**config.mk**
```make
export PLATFORM = sky130hd
export DESIGN_NAME = uart_rx_frame_flat
export DESIGN_NICKNAME = d
export VERILOG_FILES = /design/src/rtl/uart_rx_frame_if.sv /design/src/rtl/uart_rx_frame.sv /design/src/flat_wrapper.sv
export SDC_FILE = /design/constraint.sdc
export NUM_CORES = 1
export LEC_CHECK = 0
export CAP_MARGIN = 5
export CORE_MARGIN = 8
export CORE_UTILIZATION = 52
export DETAILED_ROUTE_END_ITERATION = 7
export PLACE_DENSITY = 0.86
export SLEW_MARGIN = 10
export SYNTH_ARGS = -nofsm -noshare
export SYNTH_HDL_FRONTEND = slang
export SYNTH_SLANG_ARGS = --single-unit
```
**constraint.sdc**
```tcl
create_clock -name clk -period 1.8 [get_ports clk]
set_input_delay 0.36 -clock clk [delete_from_list [all_inputs] [get_ports clk]]
set_output_delay 0.36 -clock clk [all_outputs]
set_load 0.01 [all_outputs]
```
**src/rtl/uart_rx_frame_if.sv**
```systemverilog
// uart_rx_frame_if
//   Groups the serial line and the received-byte outputs of the 8N1 receiver.
//   slave  : receiver side (takes rx, drives the byte/strobe/status signals)
//   master : line driver / consumer side
//   rx          serial line, idle high, asynchronous to clk
//   rx_data     last good byte, LSB = first data bit on the line
//   rx_valid    one-cycle pulse, rx_data holds a new good byte
//   frame_error one-cycle pulse, stop bit sampled low
//   busy        high while a frame is in progress
interface uart_rx_frame_if;
  logic       rx;
  logic [7:0] rx_data;
  logic       rx_valid;
  logic       frame_error;
  logic       busy;

  modport slave (
    input  rx,
    output rx_data,
    output rx_valid,
    output frame_error,
    output busy
  );

  modport master (
    output rx,
    input  rx_data,
    input  rx_valid,
    input  frame_error,
    input  busy
  );
endinterface

```
**src/rtl/uart_rx_frame.sv**
```systemverilog
// uart_rx_frame
//   8N1 UART receiver, LSB first. The line is synchronised by two flops and
//   every decision uses the synchronised copy only. A falling line in IDLE
//   starts a frame; the start bit is re-checked at mid-bit so short glitches
//   are dropped, then each data bit and the stop bit are sampled once at
//   mid-bit using a BAUD_DIV-cycle timebase (BAUD_DIV >= 4).
// Ports
//   clk    system clock, rising edge
//   reset  synchronous, active-high
//   rx_if  uart_rx_frame_if.slave (rx in; rx_data, rx_valid, frame_error, busy out)
//
// state     | meaning
// ----------+-----------------------------------------------------------
// IDLE      | line idle, waiting for rx_s low
// START     | start bit seen, confirm it is still low at mid-bit
// DATA      | sampling 8 data bits one bit period apart
// STOP      | sampling the stop bit; good byte or framing error
// WAIT_IDLE | after a framing error, wait for the line to return high
module uart_rx_frame #(
  parameter int BAUD_DIV = 10417
) (
  input  logic     clk,
  input  logic     reset,
  uart_rx_frame_if.slave rx_if
);

  localparam int CNT_W = $clog2(BAUD_DIV);
  localparam logic [CNT_W-1:0] HALF_M1 = CNT_W'(BAUD_DIV / 2 - 1);
  localparam logic [CNT_W-1:0] FULL_M1 = CNT_W'(BAUD_DIV - 1);

  typedef enum logic [2:0] {
    S_IDLE,
    S_START,
    S_DATA,
    S_STOP,
    S_WAIT_IDLE
  } state_t;

  state_t           state_q, state_d;
  logic [1:0]       sync_q;
  logic [CNT_W-1:0] cnt_q, cnt_d;
  logic [2:0]       bit_cnt_q, bit_cnt_d;
  logic [7:0]       shift_q, shift_d;
  logic [7:0]       rx_data_q, rx_data_d;
  logic             rx_valid_q, rx_valid_d;
  logic             frame_error_q, frame_error_d;
  logic             rx_s;

  assign rx_s = sync_q[1];

  always_ff @(posedge clk) begin
    if (reset) begin
      sync_q        <= 2'b11;
      state_q       <= S_IDLE;
      cnt_q         <= '0;
      bit_cnt_q     <= '0;
      shift_q       <= '0;
      rx_data_q     <= '0;
      rx_valid_q    <= 1'b0;
      frame_error_q <= 1'b0;
    end else begin
      sync_q        <= {sync_q[0], rx_if.rx};
      state_q       <= state_d;
      cnt_q         <= cnt_d;
      bit_cnt_q     <= bit_cnt_d;
      shift_q       <= shift_d;
      rx_data_q     <= rx_data_d;
      rx_valid_q    <= rx_valid_d;
      frame_error_q <= frame_error_d;
    end
  end

  always_comb begin
    state_d       = state_q;
    cnt_d         = cnt_q;
    bit_cnt_d     = bit_cnt_q;
    shift_d       = shift_q;
    rx_data_d     = rx_data_q;
    rx_valid_d    = 1'b0;
    frame_error_d = 1'b0;

    case (state_q)
      S_IDLE: begin
        if (!rx_s) begin
          state_d = S_START;
          cnt_d   = '0;
        end
      end

      S_START: begin
        cnt_d = cnt_q + CNT_W'(1);
        if (cnt_q == HALF_M1) begin
          cnt_d = '0;
          // A line already back high at mid-start-bit is treated as a glitch.
          if (!rx_s) begin
            state_d   = S_DATA;
            bit_cnt_d = '0;
          end else begin
            state_d = S_IDLE;
          end
        end
      end

      S_DATA: begin
        cnt_d = cnt_q + CNT_W'(1);
        if (cnt_q == FULL_M1) begin
          cnt_d              = '0;
          shift_d[bit_cnt_q] = rx_s;
          bit_cnt_d          = bit_cnt_q + 3'd1;
          if (bit_cnt_q == 3'd7) state_d = S_STOP;
        end
      end

      S_STOP: begin
        cnt_d = cnt_q + CNT_W'(1);
        if (cnt_q == FULL_M1) begin
          cnt_d = '0;
          // Leaving at mid-stop-bit leaves half a bit to catch a start bit
          // that follows the stop bit with no idle gap.
          if (rx_s) begin
            rx_data_d  = shift_q;
            rx_valid_d = 1'b1;
            state_d    = S_IDLE;
          end else begin
            frame_error_d = 1'b1;
            state_d       = S_WAIT_IDLE;
          end
        end
      end

      S_WAIT_IDLE: begin
        // A held-low line (break) must not restart frames and repeat errors.
        if (rx_s) begin
          state_d = S_IDLE;
          cnt_d   = '0;
        end
      end

      default: begin
        state_d = S_IDLE;
        cnt_d   = '0;
      end
    endcase
  end

  assign rx_if.rx_data     = rx_data_q;
  assign rx_if.rx_valid    = rx_valid_q;
  assign rx_if.frame_error = frame_error_q;
  assign rx_if.busy        = (state_q != S_IDLE);

endmodule
```
**src/flat_wrapper.sv**
```systemverilog
// flat-port wrapper written by rule: the top's interface ports become plain ports
module uart_rx_frame_flat 
#(
  parameter int BAUD_DIV = 10417
)
  (clk, reset, rx_if_rx, rx_if_rx_data, rx_if_rx_valid, rx_if_frame_error, rx_if_busy);
  uart_rx_frame_if rx_if_i ();
  input  logic clk;
  input  logic reset;
  input wire logic [$bits(rx_if_i.rx)-1:0] rx_if_rx;
  output wire logic [$bits(rx_if_i.rx_data)-1:0] rx_if_rx_data;
  output wire logic [$bits(rx_if_i.rx_valid)-1:0] rx_if_rx_valid;
  output wire logic [$bits(rx_if_i.frame_error)-1:0] rx_if_frame_error;
  output wire logic [$bits(rx_if_i.busy)-1:0] rx_if_busy;
  assign rx_if_i.rx = rx_if_rx;
  assign rx_if_rx_data = rx_if_i.rx_data;
  assign rx_if_rx_valid = rx_if_i.rx_valid;
  assign rx_if_frame_error = rx_if_i.frame_error;
  assign rx_if_busy = rx_if_i.busy;
  uart_rx_frame #(.BAUD_DIV(BAUD_DIV)) u_core (.clk(clk), .reset(reset), .rx_if(rx_if_i));
endmodule
```
==> flow_summary.ini <==
[clock_tree]
cts.sinks = 40
clk_path_buf_depth = 2
htreeDepth = 2
root_buffer = clkbuf_8
cts_buffers = 5
clkLatencyLatePin_ps = 300
path_clk_slew_ps = 80
cts_tree = done
postCtsHoldBufs = 0

[route]
ant_nets = 0
drc = 0
wl_per_cell_um = 16.15
vias_per_cell = 5.975
drtIter0Drc = 248
drt_wl_total_mm = 5.120
drtPass1Iterations = 4
vias = 1894

[status]
outcome = complete, but fails checks
violations = negative setup slack

[floorplan]
die_w_um = 76.76
die_h_um = 76.76
initial_core_util_pct = 53.23
core_area_um2 = 3606
fp.dieArea_um2 = 5891
ios = 14
rows = 22

[timing]
tightest_slew_ps = 378.2
finalWorstSetupSlack_ps = -282.3
setup_violations = 38
fin_crit_sh_pct = 115.7
max_freq_ghz = 0.4802
rsz0062_at_grt = yes
fin_crit_ps = 2082
relSlewSlack_pct = 74.69
slew_viol_final = 0
worst_hold_slack_ps = 418.6
hold_viol_final = 0
fin_skew_ps = 8.093

[layout]
final_nets = 275
layout-drive-gt1-share_pct = 28.25
instances_no_fill = 317
area_growth_pct = 35.07
fin_area_um2 = 2592
finish.utilization_pct = 71.89
n_antenna_cell = 0

[placement]
dp_cells = 302
pre_cts_ws_ps = -205.9
dpl.hpwl_mm = 3.006
placed_cell_area_um2 = 2307
port_buffers = 13
gp_congestion = 0.9292

[logic_synthesis]
synthCells = 222
yosysWarnings = 0
syn_nets = 229
ys_types = 40
seq_area_frac_synth_pct = 41.72
synth_top_area_share_pct = 41.72
netlist_area_um2 = 1919
ys_ff_latch = 40
syn_avg_cell_area_um2 = 8.646
ys_top_cells_by_area = dfxtp_1 (42%), mux2i_1 (8.9%), nor2_1 (5.7%)
yosys.area.top_type = dfxtp_1

[critical_path]
crit_required_ps = 2000
critPathKind = flop to flop
path_max_fanout = 5
worstRegToRegCells = 7
cp-start-kind = flop
crit_arrival_ps = 2280
timing.critical_path.to_type = flop

[power]
power_density_nw_per_um2 = 617.6
p_leak_nw = 1.081
irDropWorstVdd_uv = 475.1

[grt]
grt_usage_pct = 15.80
grt_max_degree = 16
antenna_found_initial = 0
overflow = 0
grt_first_pass_wirelength_mm = 7.693
grt_pass1_vias = 1672

[run]
drv_cap = 0

[min_path]
min_path_type = flop to flop
hold_depth = 1
-- worst max-delay path, cell delays in order (launching register included) --
cell	delay, ps
dfxtp_2	330
or4b_4	550
nor4_4	290
buf_4	220
buf_6	120
nand4_1	140
mux2i_1	260
nor2_1	60
-- through the flow --
step / power, W / setup TNS (ps)
detailed placement: 0.0009739 / -5127
floorplan: 0.0009481 / -3722
finish: 0.001601 / -5734
global route: 0.001647 / -8830
CTS: 0.001595 / -3544
global placement: 0.0009732 / -3451
-- report_power, final --
group	total [W]	switching, W	internal (W)	leakage, nW
logic	0.0000743	0.0000449	0.0000293	0.712
registers	0.000891	0.00000338	0.000888	0.325
clock network	0.000636	0.000326	0.000310	0.0434
-- synth_stat cells --
library cell and count:
a22oi_1 2, nand3_1 10, nor2_1 29, or3_1 1, clkbuf_1 9, buf_2 1
or3b_2 1, a21o_1 1, a31oi_1 11, nand4b_1 5, nor3b_1 1, nand3b_1 6
a41oi_1 1, ha_1 4, nand4_1 7, o22ai_1 1, nand2b_1 3, a211o_1 1
a21oi_1 6, a32o_1 1, nor4_4 1, o21a_1 1, dfxtp_1 40, inv_1 6
o211ai_1 1, o32ai_1 1, or4_1 1, nor4_2 1, nor3_1 5, xnor2_1 1
nand4_2 1, nor2b_1 4, a211oi_1 2, nand2_1 21, and2_1 6, and3_1 1
o21ai_0 7, mux2i_1 17, or4b_4 2, or2_2 2
-- placed cells by master (no fill, tap or decap), drive strengths merged, types with 2 or more instances in the layout --
cell	instances
inv	6
nand3b	6
ha	4
nand4b	5
clkdlybuf4s50	12
dfxtp	40
nand3	10
nor2	29
mux2i	17
nor4	2
nand4	8
clkbuf	6
a211oi	2
buf	36
or4b	2
nor2b	4
nand2b	3
nor3	5
nand2	21
and2	6
a31oi	11
a22oi	2
or2	2
o21ai	7
a21oi	6
clkinvlp	2
-- state kept, by name, summed over array words and instances (netlist names) --
signal	cells
u_core.shift_q	8
u_core.state_q	3
u_core.rx_if.frame_error	1
u_core.cnt_q	14
u_core.bit_cnt_q	3
u_core.rx_if.rx_valid	1
u_core.sync_q	2
u_core.rx_if.rx_data	8
-- worst paths after layout --
path                                         end  slack [ps]                    startpoint
hold / removal       u_core.sync_q[1]$_SDFF_PP1_         420   u_core.sync_q[0]$_SDFF_PP1_
setup reg to reg  u_core.shift_q[4]$_SDFFE_PP0P_        -280  u_core.cnt_q[8]$_SDFFE_PP0P_
hold reg to reg      u_core.sync_q[1]$_SDFF_PP1_         420   u_core.sync_q[0]$_SDFF_PP1_
setup / recovery  u_core.shift_q[4]$_SDFFE_PP0P_        -280  u_core.cnt_q[8]$_SDFFE_PP0P_
-- cell families (layout without fill, tap and decap cells) --
logic type / count (synthesis) / after routing / synth area share (%)
DFF: 40 / 40 / 41.72
adders and majority gates: 4 / 4 / 2.608
AOI/OAI and AO/OA: 36 / 36 / 11.93
muxes: 17 / 17 / 8.866
buffers and inverters: 16 / 63 / 3.194
and+or+nand+nor: 108 / 108 / 31.23
xor gates and xnor gates: 1 / 1 / 0.4564
-- cell type report --
type | instances | area, um2
Clock inverter | 2 | 15.01
Timing Repair Buffer | 49 | 421.7
Clock buffer | 6 | 82.58
Tap cell | 48 | 60.06
Inverter | 6 | 22.52
Fill cell | 241 | 1013
Sequential cell | 40 | 807.0
Multi-Input combinational cell | 166 | 1184
-- routing by layer --
metal	share of wire (%)	routed length [um]	vias to the layer above	track usage, %
met5	0	0	-	0
met4	3.1	159	0	9.808
met1	44	2269	900	20.82
li1	-	-	891	-
met2	46	2341	86	23.11
met3	6.8	349	17	2.914
-- what timing repair did --
item | in CTS | in global routing
setup buffers | 1 | 4
cloned | 1 | 1
pin swaps | 4 | 6
endpoints found under the setup margin | 39 | 38
gates resized for setup | 19 | 18
Note: power is estimated with default switching activity, not from simulation.
